<file path="src/rtl/mic_frame_fifo.sv">
// rtl/mic_frame_fifo.sv - I2S stereo frame capture into a FWFT FIFO with overflow tracking
//
// Captures {left, right} on every falling edge of ws (end of the right word)
// and buffers the frames in a first-word-fall-through FIFO read over a
// valid/ready handshake. Frames arriving while full (and not being popped)
// are dropped, setting a sticky overflow flag and a saturating drop counter.
//
// Optional build macro: MIC_FRAME_PEAK_EN adds per-channel peak-magnitude
// tracking (peak_clear, peak_left, peak_right).
//
// Ports:
//   clock, reset          system clock, asynchronous active-high reset
//   enable                gates frame capture (draining is always allowed)
//   ws, left, right       I2S word select and deserialised channel words
//   out_data/out_valid/out_ready   head frame and handshake
//   level                 number of stored frames (0..2^ADDR_W)
//   overflow, drop_count  sticky drop flag and saturating drop counter
//   clear_ovf             synchronous clear of overflow and drop_count
//   peak_clear, peak_left, peak_right   (MIC_FRAME_PEAK_EN only)

module mic_frame_fifo #(
    parameter int ADDR_W = 3,
    parameter int DROP_W = 8
) (
    input  logic              clock,
    input  logic              reset,
    input  logic              enable,
    input  logic              ws,
    input  logic [15:0]       left,
    input  logic [15:0]       right,
    output logic [31:0]       out_data,
    output logic              out_valid,
    input  logic              out_ready,
    output logic [ADDR_W:0]   level,
    output logic              overflow,
    output logic [DROP_W-1:0] drop_count,
`ifdef MIC_FRAME_PEAK_EN
    input  logic              peak_clear,
    output logic [15:0]       peak_left,
    output logic [15:0]       peak_right,
`endif
    input  logic              clear_ovf
);

    localparam int DEPTH = 1 << ADDR_W;

    logic [31:0]       mem [DEPTH];
    logic [ADDR_W-1:0] wr_ptr;
    logic [ADDR_W-1:0] rd_ptr;
    logic [ADDR_W-1:0] rd_ptr_next;
    logic              ws_d;
    logic              frame_event;
    logic              push_req;
    logic              pop;
    logic              full;
    logic              push;
    logic              drop;
    logic [ADDR_W:0]   level_after_pop;
    logic [ADDR_W:0]   level_next;
    logic [31:0]       frame;

    assign frame_event     = ws_d & ~ws;
    assign push_req        = frame_event & enable;
    assign pop             = out_valid & out_ready;
    assign full            = (level == (ADDR_W + 1)'(DEPTH));
    // A pop in the same cycle frees the slot the new frame lands in.
    assign push            = push_req & (~full | pop);
    assign drop            = push_req & full & ~pop;
    assign frame           = {left, right};
    assign rd_ptr_next     = rd_ptr + ADDR_W'(pop);
    assign level_after_pop = level - (ADDR_W + 1)'(pop);
    assign level_next      = level_after_pop + (ADDR_W + 1)'(push);

    // Storage is not reset; only pointers and flags define what is valid.
    always_ff @(posedge clock) begin
        if (push) begin
            mem[wr_ptr] <= frame;
        end
    end

    always_ff @(posedge clock or posedge reset) begin
        if (reset) begin
            ws_d       <= 1'b1;
            wr_ptr     <= '0;
            rd_ptr     <= '0;
            level      <= '0;
            out_valid  <= 1'b0;
            out_data   <= '0;
            overflow   <= 1'b0;
            drop_count <= '0;
        end else begin
            ws_d      <= ws;
            level     <= level_next;
            out_valid <= (level_next != '0);
            if (push) begin
                wr_ptr <= wr_ptr + ADDR_W'(1);
            end
            if (pop) begin
                rd_ptr <= rd_ptr_next;
            end
            // Registered head: bypass the incoming frame when it becomes the
            // head, otherwise prefetch the entry the read pointer moves to.
            if (push && level_after_pop == '0) begin
                out_data <= frame;
            end else if (level_after_pop != '0) begin
                out_data <= mem[rd_ptr_next];
            end
            if (clear_ovf) begin
                overflow   <= 1'b0;
                drop_count <= '0;
            end else if (drop) begin
                overflow <= 1'b1;
                if (drop_count != '1) begin
                    drop_count <= drop_count + DROP_W'(1);
                end
            end
        end
    end

`ifdef MIC_FRAME_PEAK_EN
    function automatic logic [15:0] abs16(input logic [15:0] x);
        if (x == 16'h8000) begin
            return 16'h7FFF;
        end else if (x[15]) begin
            return -x;
        end else begin
            return x;
        end
    endfunction

    logic [15:0] abs_left;
    logic [15:0] abs_right;

    assign abs_left  = abs16(left);
    assign abs_right = abs16(right);

    // peak_clear together with a push restarts the peak from that frame.
    always_ff @(posedge clock or posedge reset) begin
        if (reset) begin
            peak_left  <= '0;
            peak_right <= '0;
        end else if (push) begin
            if (peak_clear || abs_left > peak_left) begin
                peak_left <= abs_left;
            end
            if (peak_clear || abs_right > peak_right) begin
                peak_right <= abs_right;
            end
        end else if (peak_clear) begin
            peak_left  <= '0;
            peak_right <= '0;
        end
    end
`endif

endmodule

</file>
<file path="config.mk">
export PLATFORM = sky130hd
export DESIGN_NAME = mic_frame_fifo
export DESIGN_NICKNAME = d
export VERILOG_FILES = /design/src/rtl/mic_frame_fifo.sv
export SDC_FILE = /design/constraint.sdc
export NUM_CORES = 1
export LEC_CHECK = 0
export ABC_AREA = 1
export ABC_CLOCK_PERIOD_IN_PS = 6100
export BUFFER_PORTS_ARGS = -buffer_cell sky130_fd_sc_hd__buf_2
export CORE_ASPECT_RATIO = 0.5
export CORE_MARGIN = 1.5
export CORE_UTILIZATION = 45
export DETAILED_ROUTE_END_ITERATION = 10
export PLACE_DENSITY = 0.72
export SLEW_MARGIN = 15
export SYNTH_ARGS = -nofsm -noshare
export SYNTH_HDL_FRONTEND = slang
export SYNTH_SLANG_ARGS = --single-unit
export TNS_END_PERCENT = 5
</file>
<file path="constraint.sdc">
create_clock -name clock -period 6.1 [get_ports clock]
set_clock_uncertainty 0.2 [all_clocks]
set_input_delay 0.305 -clock clock [delete_from_list [all_inputs] [get_ports clock]]
set_output_delay 0.305 -clock clock [all_outputs]
set_load 0.02 [all_outputs]
</file>
==> results.md <==
- CP startpoint kind: input port
- PD cells: 449 nW/um^2
- WP data required: between 6000 and 7000 ps
- Placer Congestion: a little under 0.8
- # H-tree levels: 1
- Die height: around 130 um
- Flip-flop and latch count after synthesis: a little over 300
- Gr ovfl total: 0
- Top Usage Layer GRT: met2
- GRT Overall Usage: 20.8%
- EDFF count, synth: about 260
- Via count: 9760
- Antenna Cells: 0
- Initial DRT Pass Iterations: 6
- LEAKAGE: between 0.006 and 0.007 uW
- Worst slew pin tran: 1170 ps
- IO Pins: 84
- FFs w/ async S/R, synth: 17.2%
- Nets: 1477
- RSZ-0062 raised after global routing: false
- Final setup viols: 0
- # rows: 44
- Crit path DAT: 3860 ps
- Met1 usage: 28.9%
- Maximum root-to-sink buffer count: 3
- Met3 usage: 3.27%
- Initial antenna violation count: 0
- Setup Fix Bufs, Post-CTS: 0
- Setup TNS Final: 0 ps
- Endpoint class of the critical path: register
- Layout overhead on the synthesized area: 14.8%
- Die ar.: 31400 um^2
- Ys Warns: 0
- TritonCTS clock tree: done
- Mean Syn Cell Area: just over 10 um^2
- Net Count, Synth: 1375
- Total CTS buffers: 28
- DRC Markers: 0
- Worst min path class: input port to register
- Fmax: 280 MHz
- CP Max Fanout: 82
- Port Buf Inserts: between 80 and 90
- Reg clk slew, reported paths: 60 ps
- Synthesized area: between 10000 and 15000 um^2
- Crit path time final: 3570 ps
- Largest net degree at the start of global routing: 108
- Cell Area, Placed: approximately 14000 um^2
- Layout cell share with drive strength beyond 1: between 10% and 20%
- Vias in the first global route: between 9k and 10k
- Endpoints failing hold: 0
- Dominant synthesized flop cell: edfxtp_1
- Placed cells: roughly 1.8k
- CORE AREA: 29300 um^2
- Non-Filler Instances: 1844
- Most frequent cells in the layout: nand3_1, nand2_1, edfxtp_1
- Slew Viols, Final: 0
- WS Path Type: input port to register
- Post-CTS Resized: 0
- Clock Latency Late Sink: approximately 560 ps
- Dpl ws: 2570 ps
- Antenna viol nets, final: 0
- Commonest non-fill, non-tap cell in the layout: nand3_1
- Vias/cell: 5.29
- Starting Density: 46.4%
- Synth unique cells: 29
- Die Wd: 249 um
- Post-Route WL: 32500 um
- Slew HR: between 20 and 25%
- Setup ws final: 2530 ps
- Clock sink count: 309
- Period utilisation layout: 58.5%
- Hold slack final: approximately 25 ps
- Status: finished, final reports clean
- Post-DR wirelength/cell: between 15 and 20 um
- DP Wirelength: approximately 17000 um
- Cells after Synth: 1329
- CTS root buf: clkbuf_16
- First-pass GRT wire length: 51000 um
- GR Layer Usage met2: 33.6%
- 1st-iter DRT viols: 1156
- Worst ir drop on vdd: about 0.34 mV
- Final instance area: around 16000 um^2
- Sequential share of the synthesized area: 66.2%
- Max-Cap Viols: 0
==> stage by stage <==
stage / util, % / power, uW
after floorplan: - / 4630
after global placement: 48.8 / 5180
after detailed placement: 48.8 / 5290
after CTS: 53.0 / 7020
after global routing: 53.3 / 7420
final: 53.3 / 7020
==> worst max-delay path: stages <==
cell	delay, ps
dlygate4sd3_1	530
buf_2	120
nand2_2	150
inv_1	120
ha_4	440
clkinv_2	900
buf_4	670
nand2_1	130
nand3_1	90
nand3_1	140
nand3_1	80
nand3_1	120
==> synth_stat cells, types with 2 or more instances <==
master	n	area [um^2]
buf_1	3	11.3
ha_1	8	100
o21ai_0	5	25.0
buf_6	9	101
inv_1	252	946
buf_4	3	22.5
nand2_2	4	25.0
nand2_1	321	1200
xor2_1	6	52.6
nor3_1	2	10.0
dfrtp_1	52	1300
nor2_4	3	33.8
nor2_1	18	67.6
nand3_1	326	1630
clkbuf_1	4	15.0
buf_2	45	225
edfxtp_1	256	7690
==> metal layers <==
layer | vias to the layer above | part of all wire (%)
met1 | 4676 | 42
met4 | 0 | 2.8
li1 | 4536 | -
met2 | 478 | 47
met3 | 70 | 8.1
met5 | - | 0
==> final timing paths <==
check / start / to / slack, ps / cells after the start
setup / recovery: out_ready / out_data[28] / 2530 / 12
hold / removal: enable / overflow / 20 / 5
setup reg to reg: out_valid / out_data[28] / 2540 / 10
hold reg to reg: out_data[3] / out_data[3] / 310 / 2
max in group asynchronous: reset / out_data[20] / 4780 / 4
min in group asynchronous: reset / out_data[23] / 370 / 4
==> power by group <==
group / switching (uW) / internal, uW
logic: 1840 / 838
registers: 135 / 2510
clock network: 762 / 932
total: 2730 / 4280
==> layout make-up <==
cell class | count | area [um^2]
clock inverter | 9 | 81.3
timing repair buffer | 136 | 948
fill | 2429 | 13700
tap | 391 | 489
multi-input combinational | 704 | 3360
clock buffer | 43 | 787
sequential | 309 | 9010
inverter | 252 | 947
==> state kept, by name (all words and copies together) (netlist names) <==
name	cells
level	4
mem	256
ws_d	1
overflow	1
out_data	32
rd_ptr	3
drop_count	8
out_valid	1
wr_ptr	3
==> cells by family after synthesis <==
family,count (synthesis),synth area share (%)
AOI/OAI and AO/OA,7,0.340
adders and majority gates,8,0.736
DFF,309,66.2
xor gates and xnor gates,8,0.625
buffers and inverters,316,9.71
and+or+nand+nor,681,22.3
==> repair_timing <==
| action | 4_1_cts | 5_1_grt |
|---|---|---|
| endpoints found under the setup margin | 0 | 0 |
| hold buffers | 36 | 0 |
| endpoints found under the hold margin | 350 | 0 |
Power figures use the tool's default switching activity.
